## src/rtl/serial_add_ctrl.sv

```systemverilog
// serial_add_ctrl: control FSM for a bit-serial adder.
//
// Sequences a WIDTH-bit serial add through IDLE -> LOAD -> SHIFT (WIDTH
// cycles) -> DONE. The datapath operand shift registers, the carry flop and
// the full adder sit outside this block. This block drives reset / load /
// enable into that datapath and captures the final carry-out into cout.
//
// Optional build macro:
//   SERIAL_ADD_ABORT_EN - adds an 'abort' input. abort=1 in LOAD or SHIFT
//                         drops the add and returns to IDLE without a done
//                         pulse, leaving cout untouched.
module serial_add_ctrl #(
  parameter  int WIDTH = 8,
  localparam int CNT_W = $clog2(WIDTH)
) (
  input  logic             clk,
  input  logic             resetn,
  input  logic             start,
  input  logic             carry_nxt,
`ifdef SERIAL_ADD_ABORT_EN
  input  logic             abort,
`endif
  output logic             reset,
  output logic             load,
  output logic             enable,
  output logic             busy,
  output logic             done,
  output logic             cout,
  output logic [CNT_W-1:0] cnt
);

  typedef enum logic [1:0] {
    IDLE  = 2'd0,
    LOAD  = 2'd1,
    SHIFT = 2'd2,
    DONE  = 2'd3
  } state_t;

  // Index of the last bit; SHIFT leaves when the counter reaches it.
  localparam logic [CNT_W-1:0] CNT_LAST = CNT_W'(WIDTH - 1);
  localparam logic [CNT_W-1:0] CNT_ZERO = '0;
  localparam logic [CNT_W-1:0] CNT_ONE  = CNT_W'(1);

  state_t           state;
  state_t           state_nxt;
  logic [CNT_W-1:0] cnt_q;
  logic [CNT_W-1:0] cnt_nxt;
  logic             cout_q;
  logic             cout_nxt;
  logic             abort_req;

`ifdef SERIAL_ADD_ABORT_EN
  assign abort_req = abort;
`else
  assign abort_req = 1'b0;
`endif

  // State, bit counter and captured carry; resetn clears all three.
  always_ff @(posedge clk) begin
    if (!resetn) begin
      state  <= IDLE;
      cnt_q  <= CNT_ZERO;
      cout_q <= 1'b0;
    end else begin
      state  <= state_nxt;
      cnt_q  <= cnt_nxt;
      cout_q <= cout_nxt;
    end
  end

  // Next-state, counter and carry-capture logic.
  always_comb begin
    state_nxt = state;
    cnt_nxt   = CNT_ZERO;
    cout_nxt  = cout_q;
    case (state)
      IDLE: begin
        // start is only looked at here; it is ignored in every other state.
        if (start) begin
          state_nxt = LOAD;
        end
      end
      LOAD: begin
        // Counter is already zero, so SHIFT begins on bit 0.
        if (abort_req) begin
          state_nxt = IDLE;
        end else begin
          state_nxt = SHIFT;
        end
      end
      SHIFT: begin
        if (abort_req) begin
          // Dropped add: carry from the partial sum is not reported.
          state_nxt = IDLE;
        end else if (cnt_q == CNT_LAST) begin
          // Last bit: carry_nxt is the final carry-out of the whole add.
          state_nxt = DONE;
          cout_nxt  = carry_nxt;
        end else begin
          cnt_nxt = cnt_q + CNT_ONE;
        end
      end
      DONE: begin
        state_nxt = IDLE;
      end
      default: begin
        state_nxt = IDLE;
      end
    endcase
  end

  // Datapath controls are decoded from the registered state only, so no
  // input reaches these outputs combinationally.
  always_comb begin
    reset  = 1'b0;
    load   = 1'b0;
    enable = 1'b0;
    busy   = 1'b1;
    done   = 1'b0;
    case (state)
      IDLE: begin
        reset = 1'b1;
        busy  = 1'b0;
      end
      LOAD: begin
        reset = 1'b1;
        load  = 1'b1;
      end
      SHIFT: begin
        enable = 1'b1;
      end
      DONE: begin
        done = 1'b1;
      end
      default: begin
        reset = 1'b1;
        busy  = 1'b0;
      end
    endcase
  end

  assign cnt  = cnt_q;
  assign cout = cout_q;

endmodule

```

## config.mk

```make
export PLATFORM = sky130hd
export DESIGN_NAME = serial_add_ctrl
export DESIGN_NICKNAME = d
export VERILOG_FILES = /design/src/rtl/serial_add_ctrl.sv
export SDC_FILE = /design/constraint.sdc
export NUM_CORES = 1
export LEC_CHECK = 0
export ABC_AREA = 1
export CORE_AREA = 2 2 39 41
export DETAILED_ROUTE_END_ITERATION = 8
export DIE_AREA = 0 0 41 43
export MAX_ROUTING_LAYER = met4
export PLACE_DENSITY = 0.51
export SYNTH_ARGS = -nofsm -noshare
export SYNTH_HDL_FRONTEND = slang
export SYNTH_SLANG_ARGS = --single-unit
```

## constraint.sdc

```tcl
create_clock -name clk -period 1.2 [get_ports clk]
set_clock_uncertainty 0.15 [all_clocks]
set_input_delay 0.12 -clock clk [delete_from_list [all_inputs] [get_ports clk]]
set_output_delay 0.12 -clock clk [all_outputs]
set_load 0.05 [all_outputs]
```

Word-level counts from Yosys, hierarchy flattened. Cells that the tools add are included.

Register bits after elaboration: 6. Input port bits: 4. Output and inout bits: 9.

$add $sub $neg: 1. Eq/ne operators: 6. Multiplexer cells: 8. Bitwise logic cells: 2. Reductions and logical operators: 5.

Operator list (number): $pmux 2 s4 (1); $mux 1 (5); $eq 2x2->1 const B (2); $mux 2 (2); $ne 2x2->1 const B (2); $reduce_and 2->1 (2); $add 3x1->3 const B (1); $eq 3x3->1 const B (1); $reduce_or 3->1 (1); $eq 2x1->1 const B (1); $logic_not 2->1 (1); $not 1->1 (2); $reduce_or 2->1 (1).

Longest topological paths before layout.
Word-level depth: 3. Depth in mapped cells: 7. Mapped depth without buffers: 7.

Least setup slack after synthesis. No wires, ideal clock.

Kind: flip-flop to flip-flop. Start point: register cnt_q[0], in the netlist cnt[0]. End point: register state[1]. Setup time: 115 ps. Data arrival time: 1295 ps. Slack: -360 ps. Cell stages (with the launch flop): 8. Buffers on the path: 0. Period minus slack after synthesis: 1560 ps. Path through: dfxtp_1 ha_1 ha_1 inv_2 nand2_2 nand3_2 nand2_1 nor2_1.

Word-level cells in the longest chain between the ends: 3.

RTL lines: from (decl) (line 46) `logic [CNT_W-1:0] cnt_q;`; from (signal assigned) (line 66) `cnt_q <= cnt_nxt;`; $eq 3x3->1 (line 95) `end else if (cnt_q == CNT_LAST) begin`; $ne 2x2->1 (no source line); $reduce_and 2->1 (no source line); to (signal assigned) (line 65) `state <= state_nxt;`; to (decl) (line 44) `state_t state;`.

No other way between the ends. A chain may end at the register's enable or synchronous reset.

Worst setup path after layout.
Start point: register state[0]. End point: output port reset.

Word-level cells in the longest chain between the ends: 3.

RTL lines: $eq 2x1->1 / $logic_not 2->1 (equally long branches) (line 120) `case (state)`; $reduce_or 2->1 (no source line) (*); $mux 1 (*) (line 120); to (decl) (line 23) `output logic reset,`.

Mark *: on every way between the ends. The rest lies on a longest branch, timed or not.

==> reports/summary.txt <==
Maximum fanout along the worst path: 3
Sw Ratio: 0.424
Synth Instances: 41
Largest net degree at the start of global routing: 5
Vias: 351
Antenna diode count: 0
Slew HR: 0.849
Vias in the first global route: 356
Die Ht: 43 µm
Final core occ: 0.619
Worst setup path class: register to output port
Vias per Instance: 4.08
Run status: finished, violations left
Final hold slack: 346 ps
Met1 GRT Util: 0.158
Final period utilization: 1.23
Register bit count reported by yosys: 6
CTS tree: yes
Max-cap violations: 0
Post-synthesis cell type count: 12
Hpwl dp: 622 µm
Placed cell areas: 701 µm²
H-tree levels: 1
Yosys warns: 0
Worst hold-check path type: primary input to register
RSZ-0062 raised after global routing: yes
Layout cells sized above 1: 0.729
Syn_nets: 52
Clk Latency, worst-skew pair: 240 ps
I/O pin count: 13
Routed WL: 821 µm
Clk pwr share: 0.104
Reg clk slew, reported paths: 50 ps
Layout net count: 82
Drt pass-1 iters: 3
Logic pwr share: 0.742
GR met2 Demand/Resource: 0.194
Pre-CTS setup slack: -54.3 ps
F_max: 679 MHz
Pleak: 0.346 nW
Final Hold Vio Count: 0
Starting DRT DRC Count: 4
Worst Slack Setup Final: -272 ps
Clk root buf: clkbuf_4
DRC: 0
Syn avg cell area: 8.12 µm²
Crit path arrival time: 1200 ps
Tightest Pin Transition: 226 ps
Nature of the critical path endpoint: output port
Min Clock Period, post-route: 1470 ps
Sink Count: 6
Worst vdd ir: 1270 µV
GRT Util Overall: 0.130
Total net switching power: 0.820 mW
Synth top area share: 0.361
IO Port Bufs: 12
Post-synthesis sequential area ratio: 0.361
Die area: 1760 µm²
Int Pwr: 1.11 mW
Max Buffers Root-to-Sink: 2
Gr ovfl total: 0
Initial Util: 0.241
Met3 Track Usage GR: 0.0314
CTS Buf Count: 3
Mapped cell area: 333 µm²
Sequential Power Share: 0.155
Required time of the critical path: 930 ps
Horiz. Die Dim: 41 µm
Final std cells w/o fill: 86
Power Density: 2260 nW/µm²
Core area: 1380 µm²
Area Overhead vs Synth: 158%
Initial antenna violation count: 0
GP Congestion: 0.700
Failing checks: setup timing
First-pass GRT wire length: 1500 µm
Final setup TNS: -1090 ps
Hold buffer count at CTS: 0
Critical path launch point type: register
Ranking of synthesized cells by area: dfxtp_1 36%, ha_1 26%, inv_1 7.9%, nor2_1 7.9%, a21oi_1 4.5%
Routed length per instance: 9.55 µm
Max Slew Vio Count: 0
Final Cell Area: 857 µm²
Final setup fails: 7
DRT antenna net count: 0
Row cnt: 14
Post-synth top area cell: dfxtp_1
GR peak layer: met2
Placed insts: 76
Total power: 1.93 mW
## kinds of logic after synthesis
kind of cell	share of synthesized area
buffers and inverters	0.0902
and+or+nand+nor	0.226
adders and majority gates	0.263
AOI/OAI and AO/OA	0.0601
DFF	0.361
## state kept, by name (all words and copies together) (netlist names)
signal / flops
state: 2
cnt: 3
cout: 1
## power by group through the flow
stage               combinational (mW)  sequential (mW)  clock [mW]
finish                            1.43            0.300       0.200
global route                      1.54            0.309       0.229
CTS                               1.39            0.291       0.212
detailed placement                1.16            0.299           0
global placement                  1.15            0.299           0
floorplan                        0.672            0.339           0
## layout make-up
class | instances | area (µm²)
fill | 103 | 527
multi-input combinational | 27 | 315
clock buffer | 4 | 26.3
sequential | 6 | 136
timing repair buffer | 25 | 318
tap | 16 | 20.0
inverter | 8 | 41.3
## worst max-delay path, cell delays in order, from the launching register on
cell     delay (ps)
dfxtp_4         370
inv_4            50
ha_4            150
or2_4           240
buf_8           150
## layer usage
metal	wire, µm	vias up
li1	-	185
met3	58	0
met1	336	152
met2	426	14
met4	0	0
met5	0	-
## path summary, 6_finish.rpt
check	start	to	slack [ps]	cells past startpoint
worst max-delay path	state[0]	reset	-270	4
worst min-delay path	carry_nxt	cout	350	3
worst max register to register	state[0]	state[0]	-90	8
worst min register to register	cnt[0]	cnt[0]	390	2
## cell usage after synthesis
library cell	count
inv_2	1
inv_1	7
nand2_2	2
or2_2	1
o21ai_0	1
dfxtp_1	6
a21oi_1	3
nand2_1	4
nand3_2	1
nand3_1	1
nor2_1	7
ha_1	7
## layout by cell type, fill, tap and decap left out
master           netlist  routed
dfxtp_1                6       1
nand2_4                0       2
nand2_1                4       3
inv_1                  7       4
a21oi_1                3       1
buf_8                  0       1
clkinvlp_4             0       1
dfxtp_4                0       4
nor2_4                 0       1
buf_12                 0       8
clkbuf_1               0       1
o21ai_1                0       1
buf_6                  0       4
a21oi_2                0       2
nor2_2                 0       1
nand3_2                1       1
dfxtp_2                0       1
buf_4                  0       9
or2_4                  0       1
nand2_2                2       1
inv_4                  0       3
nand3_4                0       1
nor2_1                 7       5
ha_4                   0       7
clkdlybuf4s50_1        0       3
clkbuf_4               0       3
## timing repair
item / 4_1_cts / 5_1_grt
setup buffers: 6 / 1
gates resized for setup: 13 / 7
pin swaps: 6 / 7
endpoints found under the setup margin: 10 / 11
(Power assumes the default switching activity.)
